[src/rtl/cache_victim_policy.sv]
// Per-set cache replacement engine: tree PLRU, LFSR random or round-robin victim selection,
// invalid ways filled first, registered state read with a write-first bypass.

module cache_victim_policy_chk #(
  parameter int NUMWAYS = 4
) (
  input logic               clk,
  input logic               reset,
  input logic               LRUWriteEn,
  input logic               FlushStage,
  input logic [NUMWAYS-1:0] HitWay
);
  // A committed access must carry at most one hit way
  property pHitOneHot;
    @(posedge clk) disable iff (reset) (LRUWriteEn && !FlushStage) |-> $onehot0(HitWay);
  endproperty
  aHitOneHot: assert property (pHitOneHot);
endmodule

module cache_victim_policy #(
  parameter int NUMWAYS   = 4,
  parameter int SETLEN    = 7,
  parameter int NUMSETS   = 128,
  parameter int POLICY    = 0,
  parameter int LFSRWIDTH = $clog2(NUMWAYS) + 2
) (
  input  logic               clk,
  input  logic               reset,
  input  logic               FlushStage,
  input  logic               CacheEn,
  input  logic [NUMWAYS-1:0] HitWay,
  input  logic [NUMWAYS-1:0] ValidWay,
  input  logic [SETLEN-1:0]  CacheSetData,
  input  logic [SETLEN-1:0]  CacheSetTag,
  input  logic               LRUWriteEn,
  input  logic               InvalidateCache,
  output logic [NUMWAYS-1:0] VictimWay
);
  localparam int LOGNUMWAYS = $clog2(NUMWAYS);
  localparam int LW = (LOGNUMWAYS > 0) ? LOGNUMWAYS : 1;

  function automatic logic [8:0] lfsrTaps(input int width);
    logic [8:0] taps;
    case (width)
      3:       taps = 9'b000000011;
      4:       taps = 9'b000000011;
      5:       taps = 9'b000000101;
      6:       taps = 9'b000000011;
      7:       taps = 9'b000000011;
      8:       taps = 9'b000011101;
      9:       taps = 9'b000010001;
      default: taps = 9'b000000011;
    endcase
    return taps;
  endfunction

  if (POLICY < 0 || POLICY > 2) begin : gBadPolicy
    $error("cache_victim_policy: POLICY must be 0, 1 or 2");
  end
  if (NUMWAYS < 1 || NUMWAYS > 64 || (NUMWAYS & (NUMWAYS - 1)) != 0) begin : gBadWays
    $error("cache_victim_policy: NUMWAYS must be a power of 2 in 1..64");
  end
  if (NUMSETS != (1 << SETLEN)) begin : gBadSets
    $error("cache_victim_policy: NUMSETS must equal 2**SETLEN");
  end

  cache_victim_policy_chk #(.NUMWAYS(NUMWAYS)) uChk (
    .clk        (clk),
    .reset      (reset),
    .LRUWriteEn (LRUWriteEn),
    .FlushStage (FlushStage),
    .HitWay     (HitWay)
  );

  if (NUMWAYS == 1) begin : gSingle
    logic unusedIns;
    assign unusedIns = ^{clk, reset, FlushStage, CacheEn, HitWay, ValidWay, CacheSetData,
                         CacheSetTag, LRUWriteEn, InvalidateCache};
    assign VictimWay = {NUMWAYS{1'b1}};
  end else begin : gMulti
    logic          upd;
    logic          allValid;
    logic          missFill;
    logic [LW-1:0] fillIdx;
    logic [LW-1:0] policyIdx;
    logic [LW-1:0] victimIdx;

    if (LFSRWIDTH < 3 || LFSRWIDTH > 9 || LFSRWIDTH < LOGNUMWAYS) begin : gBadLfsr
      $error("cache_victim_policy: LFSRWIDTH must be in 3..9 and cover the way index");
    end

    // Lowest invalid way wins over the policy choice
    always_comb begin
      fillIdx = {LW{1'b0}};
      for (int w = NUMWAYS - 1; w >= 0; w--) begin
        fillIdx = ValidWay[w] ? fillIdx : LW'(w);
      end
      allValid  = &ValidWay;
      victimIdx = allValid ? policyIdx : fillIdx;
      upd       = LRUWriteEn & ~FlushStage;
      missFill  = upd & ~(|HitWay) & allValid;
    end

    assign VictimWay = NUMWAYS'(1'b1) << victimIdx;

    if (POLICY == 1) begin : gLfsr
      localparam logic [8:0] TAPS = lfsrTaps(LFSRWIDTH);
      logic [LFSRWIDTH-1:0] lfsr;
      logic                 unusedIns;

      assign unusedIns = ^{CacheEn, CacheSetData, CacheSetTag};
      assign policyIdx = lfsr[LW-1:0];

      // Global LFSR steps only on a replacing miss; invalidation leaves it alone
      always_ff @(posedge clk) begin
        if (reset) begin
          lfsr <= {{(LFSRWIDTH-1){1'b0}}, 1'b1};
        end else if (missFill && !InvalidateCache) begin
          lfsr <= {^(lfsr & TAPS[LFSRWIDTH-1:0]), lfsr[LFSRWIDTH-1:1]};
        end
      end
    end else begin : gState
      localparam int STW = (POLICY == 0) ? NUMWAYS - 1 : LOGNUMWAYS;
      logic [STW-1:0] stateMem [NUMSETS];
      logic [STW-1:0] currState;
      logic [STW-1:0] newState;
      logic           wrEn;

      if (POLICY == 0) begin : gPlru
        logic [NUMWAYS-1:0] match;
        logic [LW-1:0]      hitIdx;
        logic [LW-1:0]      usedIdx;

        // Victim is the one leaf whose whole root path points toward it
        always_comb begin
          match     = {NUMWAYS{1'b1}};
          policyIdx = {LW{1'b0}};
          for (int l = 0; l < LOGNUMWAYS; l++) begin
            for (int p = 0; p < (1 << l); p++) begin
              for (int w = 0; w < NUMWAYS; w++) begin
                match[w] = match[w] & (((w >> (LOGNUMWAYS - l)) != p) ||
                           (currState[(1 << l) - 1 + p] == 1'((w >> (LOGNUMWAYS - 1 - l)) & 1)));
              end
            end
          end
          for (int w = 0; w < NUMWAYS; w++) begin
            policyIdx = policyIdx | (match[w] ? LW'(w) : {LW{1'b0}});
          end
        end

        // Nodes on the used way's path are turned to point away from it
        always_comb begin
          hitIdx = {LW{1'b0}};
          for (int w = 0; w < NUMWAYS; w++) begin
            hitIdx = hitIdx | (HitWay[w] ? LW'(w) : {LW{1'b0}});
          end
          usedIdx  = (|HitWay) ? hitIdx : victimIdx;
          newState = currState;
          for (int l = 0; l < LOGNUMWAYS; l++) begin
            for (int p = 0; p < (1 << l); p++) begin
              if ((int'(usedIdx) >> (LOGNUMWAYS - l)) == p) begin
                newState[(1 << l) - 1 + p] = ~usedIdx[LOGNUMWAYS - 1 - l];
              end else begin
                newState[(1 << l) - 1 + p] = currState[(1 << l) - 1 + p];
              end
            end
          end
          wrEn = upd;
        end
      end else begin : gRr
        assign policyIdx = currState;
        assign newState  = currState + LW'(1'b1);
        assign wrEn      = missFill;
      end

      // Per-set state array and its registered read; invalidation beats any update
      always_ff @(posedge clk) begin
        if (reset || InvalidateCache) begin
          for (int s = 0; s < NUMSETS; s++) begin
            stateMem[s] <= {STW{1'b0}};
          end
          currState <= {STW{1'b0}};
        end else begin
          if (wrEn) begin
            stateMem[CacheSetTag] <= newState;
          end
          if (CacheEn) begin
            currState <= (wrEn && (CacheSetTag == CacheSetData)) ? newState
                                                                  : stateMem[CacheSetData];
          end
        end
      end
    end
  end
endmodule
[config.mk]
export PLATFORM = sky130hd
export DESIGN_NAME = cache_victim_policy
export DESIGN_NICKNAME = d
export VERILOG_FILES = /design/src/rtl/cache_victim_policy.sv
export SDC_FILE = /design/constraint.sdc
export NUM_CORES = 1
export LEC_CHECK = 0
export CORE_UTILIZATION = 45
export CTS_CLUSTER_SIZE = 10
export DETAILED_ROUTE_END_ITERATION = 16
export GPL_TIMING_DRIVEN = 0
export PLACE_DENSITY_LB_ADDON = 0.1
export SYNTH_ARGS = -nofsm -noshare
export SYNTH_HDL_FRONTEND = slang
export SYNTH_HIERARCHICAL = 1
export SYNTH_SLANG_ARGS = --single-unit
[constraint.sdc]
create_clock -name clk -period 4.32 [get_ports clk]
set_clock_uncertainty 0.1 [all_clocks]
set_input_delay 0.648 -clock clk [delete_from_list [all_inputs] [get_ports clk]]
set_output_delay 0.648 -clock clk [all_outputs]
set_load 0.02 [all_outputs]
==> impl_metrics.json, run 1 <==
{
  "status": "finished, violations left",
  "failed_checks": "design-rule violations",
  "vias_per_cell": 6.732,
  "numCtsBuffers": 46,
  "cp-end-kind": "flip-flop",
  "overflow": 0,
  "syn_area_um2": 18590,
  "diodes": 0,
  "cts_resized": 0,
  "dp_slack_ns": -0.3031,
  "cts_tree": "yes",
  "clkSinkCount": 387,
  "worst-setup-path-type": "input port to flip-flop",
  "maxSlewViolCount": 0,
  "finalHoldViolations": 0,
  "synth-seq-cells": 387,
  "rsz0062_at_grt": "no",
  "async_flop_share_pct": 0,
  "power_frac_seq_pct": 49.8,
  "timing.fmax_mhz": 237.1,
  "syn_avg_cell_area_um2": 12.80,
  "grt_util_all_layers_pct": 35.96,
  "max_slew_margin_pct": 5.591,
  "synth_edf_count": 384,
  "swShare_pct": 24.79,
  "floorplan.initialDensity_pct": 45.54,
  "synth_warnings": 6,
  "grt_start_max_net_pins": 12,
  "design.die.area_um2": 42130,
  "drc": 2,
  "ys_top_cells_by_area": "edfxtp_1 62%, mux4_2 9.3%, nor3_1 6.8%",
  "htree_levels": 2,
  "dpl.cell_count": 2011,
  "wl_per_cell_um": 35.77,
  "p_total_mw": 8.717,
  "post-cts-setup-buffers": 0,
  "cpMaxStageDelayCell": "clkbuf_1",
  "whs_ns": 0.4797,
  "grt_pass1_vias": 13316,
  "yosys.area.top_type": "edfxtp_1",
  "final_core_util_pct": 50.95,
  "cts_buffer_depth": 3,
  "drtIter0Drc": 2282,
  "io_pins": 32,
  "synth.top_cell.area_share_pct": 62.02,
  "min_period_ns": 4.218,
  "critical_path.max_stage_delay_ns": 1.10,
  "synth-seq-area-share_pct": 62.34,
  "worst_slew_pin_slew_ns": 1.416,
  "drtPass1Iterations": 11,
  "drt_wl_total_um": 74190,
  "antenna_found_initial": 2,
  "power_switching_mw": 2.161,
  "cp_max_fo": 10,
  "arrival_ns": 4.38,
  "ant_nets": 0,
  "setup_viol_count_final": 0,
  "hpwl_um": 51900,
  "port-buffer-count": 26,
  "ir_drop_mv": 0.2274,
  "clkPwrFrac_pct": 40.7,
  "combinationalPowerShare_pct": 9.5,
  "num_vias": 13962,
  "drive_gt1_share_pct": 11.02,
  "ys.flop_type": "edfxtp_1",
  "gp_congestion": 1.013,
  "clkSlewWorstSetupHoldPaths_ns": 0.06,
  "synthesis.nets": 1481,
  "layout.nets": 1555,
  "cts_root_buf": "clkbuf_16",
  "ctsHoldBuffers": 0,
  "crit_buf_inv": 3,
  "hold_path.class": "flip-flop to flip-flop",
  "crit_family": "buffers and inverters",
  "post-route-period-util_pct": 97.63,
  "crit_required_ns": 4.48,
  "final_cells": 2074,
  "p_per_area_nw_per_um2": 419.0,
  "num_rows": 74,
  "synthCells": 1453,
  "coreArea_um2": 40830,
  "chipHeight_um": 205.3,
  "synth.distinct_cells": 54,
  "p_int_mw": 6.556,
  "cap_violations": 0,
  "crit_chain": "clkdlybuf4s50_1, nor4b_2, and3_1, clkbuf_1, clkbuf_1, nand2_1, nand2_1",
  "syn_to_final_growth_pct": 11.88,
  "leakagePower_nw": 6.866,
  "start_kind": "input port",
  "clock_latency_ns": 0.59,
  "setup_slack_ns": 0.1023,
  "grt_pass1_wl_um": 101500,
  "die_w_um": 205.3
}
[cell families after synthesis]
family	after synthesis	synth area share, %
flip-flops	387	62.34
buffers and inverters	165	4.253
XOR/XNOR	7	0.3298
AND/OR/NAND/NOR	616	15.22
AO/OA/AOI/OAI	154	5.013
multiplexers	124	12.85
[layout make-up]
type / instances / area [µm²]
fillers: 3582 / 20030
clock buffers: 58 / 1227
multi-input cells: 901 / 6211
clock inverters: 5 / 56.30
flip-flops and latches: 387 / 11590
repair buffers: 26 / 260.3
well taps: 532 / 665.6
inverters: 7 / 26.28
plain buffers: 158 / 764.5
[power groups by stage]
stage	sequential [mW]	combinational [mW]	clock (mW)
after global routing	4.35	0.841	3.66
after floorplan	4.38	0.459	0
after detailed placement	4.42	0.802	0
final	4.34	0.827	3.55
after CTS	4.34	0.804	3.54
after global placement	4.41	0.797	0
[cell usage in the layout, fill, tap and decap left out, types with 8 or more instances in the layout]
| master | n |
|---|---|
| nand4_1 | 9 |
| a22oi_1 | 10 |
| nand2_1 | 123 |
| clkdlybuf4s50_1 | 26 |
| clkbuf_16 | 47 |
| mux4_2 | 77 |
| mux2i_1 | 32 |
| mux4_1 | 11 |
| o21ai_0 | 87 |
| nor2b_1 | 18 |
| nor3_1 | 253 |
| nor2_1 | 160 |
| buf_2 | 13 |
| nand3_1 | 18 |
| clkbuf_1 | 130 |
| edfxtp_1 | 384 |
| nand2b_1 | 9 |
| a211oi_1 | 8 |
| a21oi_1 | 15 |
| and3_1 | 8 |
[routing by layer]
metal	vias up	track usage, %	share of wire [%]
met5	-	0	0.036
met4	4	20.90	6.6
met3	227	7.776	12
met2	1073	54.21	44
met1	7000	48.09	37
li1	5658	-	-
[synth_stat cells (2+ instances only)]
cell type,instances
nand4_1,9
edfxtp_1,384
and2_1,3
a21oi_1,15
nor2b_1,18
o31ai_1,2
buf_8,2
a21boi_0,2
a31oi_1,4
nor4_1,6
o22ai_1,3
a22o_1,3
nor2_1,160
nand2_1,123
buf_12,4
mux2_2,4
inv_1,6
a211oi_1,8
a32oi_1,2
nand3_1,18
mux4_2,77
nor3_1,253
clkbuf_1,120
mux2i_1,32
o221ai_1,2
nand3b_1,4
xnor2_1,7
nand2b_1,9
buf_1,7
buf_6,6
o21ai_0,87
o41ai_1,3
mux4_1,11
buf_2,13
o211ai_1,3
buf_4,6
and3_1,8
dfxtp_1,3
a22oi_1,10
a2111oi_0,2
[worst reg2reg max path: stages, from the launching register on]
cell and delay, ns:
dfxtp_1 0.36, nand3b_1 0.24, a41o_1 0.35, a22oi_1 0.36
clkbuf_1 0.77, clkbuf_1 0.88, nor2_1 0.11
[sequential cells by signal (all words and copies together) (netlist names)]
register,count
gMulti.gState.stateMem,384
gMulti.gState.currState,3
[per-stage QoR]
step	TNS, ns	cell area, µm²
3_3_place_gp	-8.106	19520
6_report	0	20800
2_1_floorplan	0	18590
3_5_place_dp	-9.335	19520
5_1_grt	0	20800
4_1_cts	0	20800
[path summary, 6_finish.rpt]
check                                   from                       endpoint  slack [ns]  cells past startpoint
setup / recovery             InvalidateCache  gMulti.gState.stateMem[17][0]        0.10                      7
hold / removal    gMulti.gState.currState[0]     gMulti.gState.currState[0]        0.48                      2
setup reg to reg  gMulti.gState.currState[0]   gMulti.gState.stateMem[1][1]        0.87                      6
hold reg to reg   gMulti.gState.currState[0]     gMulti.gState.currState[0]        0.48                      2
No activity file was read; power rests on OpenSTA's default activity.
==> run 2: changes to the inputs <==
--- a/config.mk
+++ b/config.mk
@@ -8,6 +8,7 @@
 export CORE_UTILIZATION = 45
 export CTS_CLUSTER_SIZE = 10
 export DETAILED_ROUTE_END_ITERATION = 16
+export DONT_BUFFER_PORTS = 1
 export GPL_TIMING_DRIVEN = 0
 export PLACE_DENSITY_LB_ADDON = 0.1
 export SYNTH_ARGS = -nofsm -noshare
==> impl_metrics.json, run 2 (same netlist as run 1, synthesis figures left out) <==
{
  "hold_path.class": "input port to flip-flop",
  "grt_pass1_wl_um": 101800,
  "p_per_area_nw_per_um2": 419.7,
  "ctsHoldBuffers": 0,
  "top_regs": "gMulti.gState.stateMem x384, gMulti.gState.currState x3",
  "cp-end-kind": "flip-flop",
  "worst_slew_pin_slew_ns": 1.537,
  "hp-start": "reset",
  "finalHoldViolations": 0,
  "multi_input_area_um2": 6211,
  "ir_drop_mv": 0.2587,
  "crit_buf_inv": 2,
  "cap_violations": 1,
  "ff2ff_setup_slack_ns": 0.89,
  "die_w_um": 205.3,
  "floorplan.initialDensity_pct": 45.54,
  "vias_per_cell": 6.806,
  "post-cts-setup-buffers": 0,
  "design.die.area_um2": 42130,
  "worstHoldEndpoint": "gMulti.gState.currState[2]",
  "status": "finished, violations left",
  "mostFrequentLayoutCell": "edfxtp_1",
  "port-buffer-count": 0,
  "cts_buffer_depth": 3,
  "fillers": 3592,
  "reg2reg_depth": 6,
  "htree_levels": 2,
  "regArea_um2": 11590,
  "dp_slack_ns": 0.2458,
  "max_slew_margin_pct": -2.448,
  "arrival_ns": 3.79,
  "largest_reg_flops": 384,
  "io_pins": 32,
  "min_period_ns": 3.634,
  "maxSlewViolCount": 11,
  "drtPass1Iterations": 5,
  "num_rows": 74,
  "num_vias": 13959,
  "cts_resized": 0,
  "rsz0062_at_grt": "no",
  "critical_path.max_stage_delay_ns": 1.09,
  "timing.fmax_mhz": 275.1,
  "start_kind": "input port",
  "setup_slack_ns": 0.6856,
  "clkSinkCount": 387,
  "overflow": 0,
  "grt_pass1_vias": 13436,
  "whs_path_depth": 1,
  "worst-setup-path-type": "input port to flip-flop",
  "largest_register": "gMulti.gState.stateMem",
  "cts_root_buf": "clkbuf_16",
  "cpMaxStageDelayCell": "clkbuf_1",
  "clock_latency_ns": 0.59,
  "post-route-period-util_pct": 84.13,
  "layout.nets": 1528,
  "drc": 0,
  "syn_to_final_growth_pct": 10.36,
  "clkSlewWorstSetupHoldPaths_ns": 0.06,
  "hpwl_um": 51010,
  "cp_max_fo": 10,
  "numCtsBuffers": 45,
  "leakagePower_nw": 6.749,
  "r2r_start": "gMulti.gState.currState[0]",
  "worstReg2RegEnd": "gMulti.gState.stateMem[121][1]",
  "antenna_found_initial": 1,
  "crit_chain": "nor4b_2, and3_1, clkbuf_1, clkbuf_1, nand2_1, nand2_1",
  "grt_start_max_net_pins": 12,
  "grt_util_all_layers_pct": 35.68,
  "chipHeight_um": 205.3,
  "wl_per_cell_um": 35.85,
  "final_cell_mix": "384 x edfxtp_1, 253 x nor3_1, 160 x nor2_1, 135 x clkbuf_1, 123 x nand2_1",
  "failed_checks": "max-capacitance violations, max-slew violations",
  "cts_tree": "yes",
  "drt_wl_total_um": 73530,
  "coreArea_um2": 40830,
  "drive_gt1_share_pct": 11.00,
  "drtIter0Drc": 2226,
  "ant_nets": 0,
  "fin_setup_tns_ns": 0,
  "setup_viol_count_final": 0,
  "crit_family": "buffers and inverters",
  "gp_congestion": 1.017,
  "crit_required_ns": 4.48
}
[run 2: cell types whose count changed in the layout (fill, tap and decap cells not counted), sizes merged]
cell / change
clkdlybuf4s50: -26
bufinv: -1
diode: +1
clkinv: -2
clkbuf: +5
[run 2: cell type report]
class	instances	area share (%)
multi-input combinational	901	30.27
sequential	387	56.49
clock inverter	2	0.06098
buffer	158	3.726
tap	532	3.244
antenna	1	0.01220
inverter	7	0.1280
clock buffer	63	6.073
[run 2: power by group]
part,internal (mW),switching [mW]
clock network,1.97,1.51
logic,0.228,0.560
registers,4.28,0.0580
[run 2: stage by stage]
stage | instance area [µm²] | hold slack [ns] | utilization [%] | std cells | total power, mW
finish | 20520 | 0.08925 | 50.25 | 2051 | 8.613
global route | 20520 | 0.08313 | 50.25 | 2051 | 8.771
CTS | 20520 | 0.08389 | 50.25 | 2050 | 8.590
detailed placement | 19260 | 0.4374 | 47.17 | 1985 | 5.174
global placement | 19260 | 0.4415 | 47.17 | 1985 | 5.166
floorplan | 18590 | 0.3702 | - | 1453 | 4.837
[run 2: routing by layer]
metal	track usage [%]	routed length, µm
met5	0	0
met4	18.97	4327
met3	10.15	9242
met2	52.23	32000
met1	48.18	27950
[run 2: worst reg2reg max path, cell delays in order, from the launching register on]
cell and delay (ns):
dfxtp_1 0.34, nand3b_1 0.23, a41o_1 0.36, a22oi_1 0.45, clkbuf_1 0.84, clkbuf_1 0.74, nor2_1 0.10
[run 2: worst max path at each step]
stage,start,endpoint,slack [ns],cells after the start
after CTS,FlushStage,gMulti.gState.stateMem[25][1],0.85,6
final,FlushStage,gMulti.gState.stateMem[65][2],0.69,6
after global placement,CacheSetData[2],gMulti.gState.currState[2],0.33,9
after floorplan,CacheSetData[0],gMulti.gState.currState[1],1.74,9
after global routing,FlushStage,gMulti.gState.stateMem[81][1],0.71,6
after detailed placement,FlushStage,gMulti.gState.stateMem[25][2],0.25,6
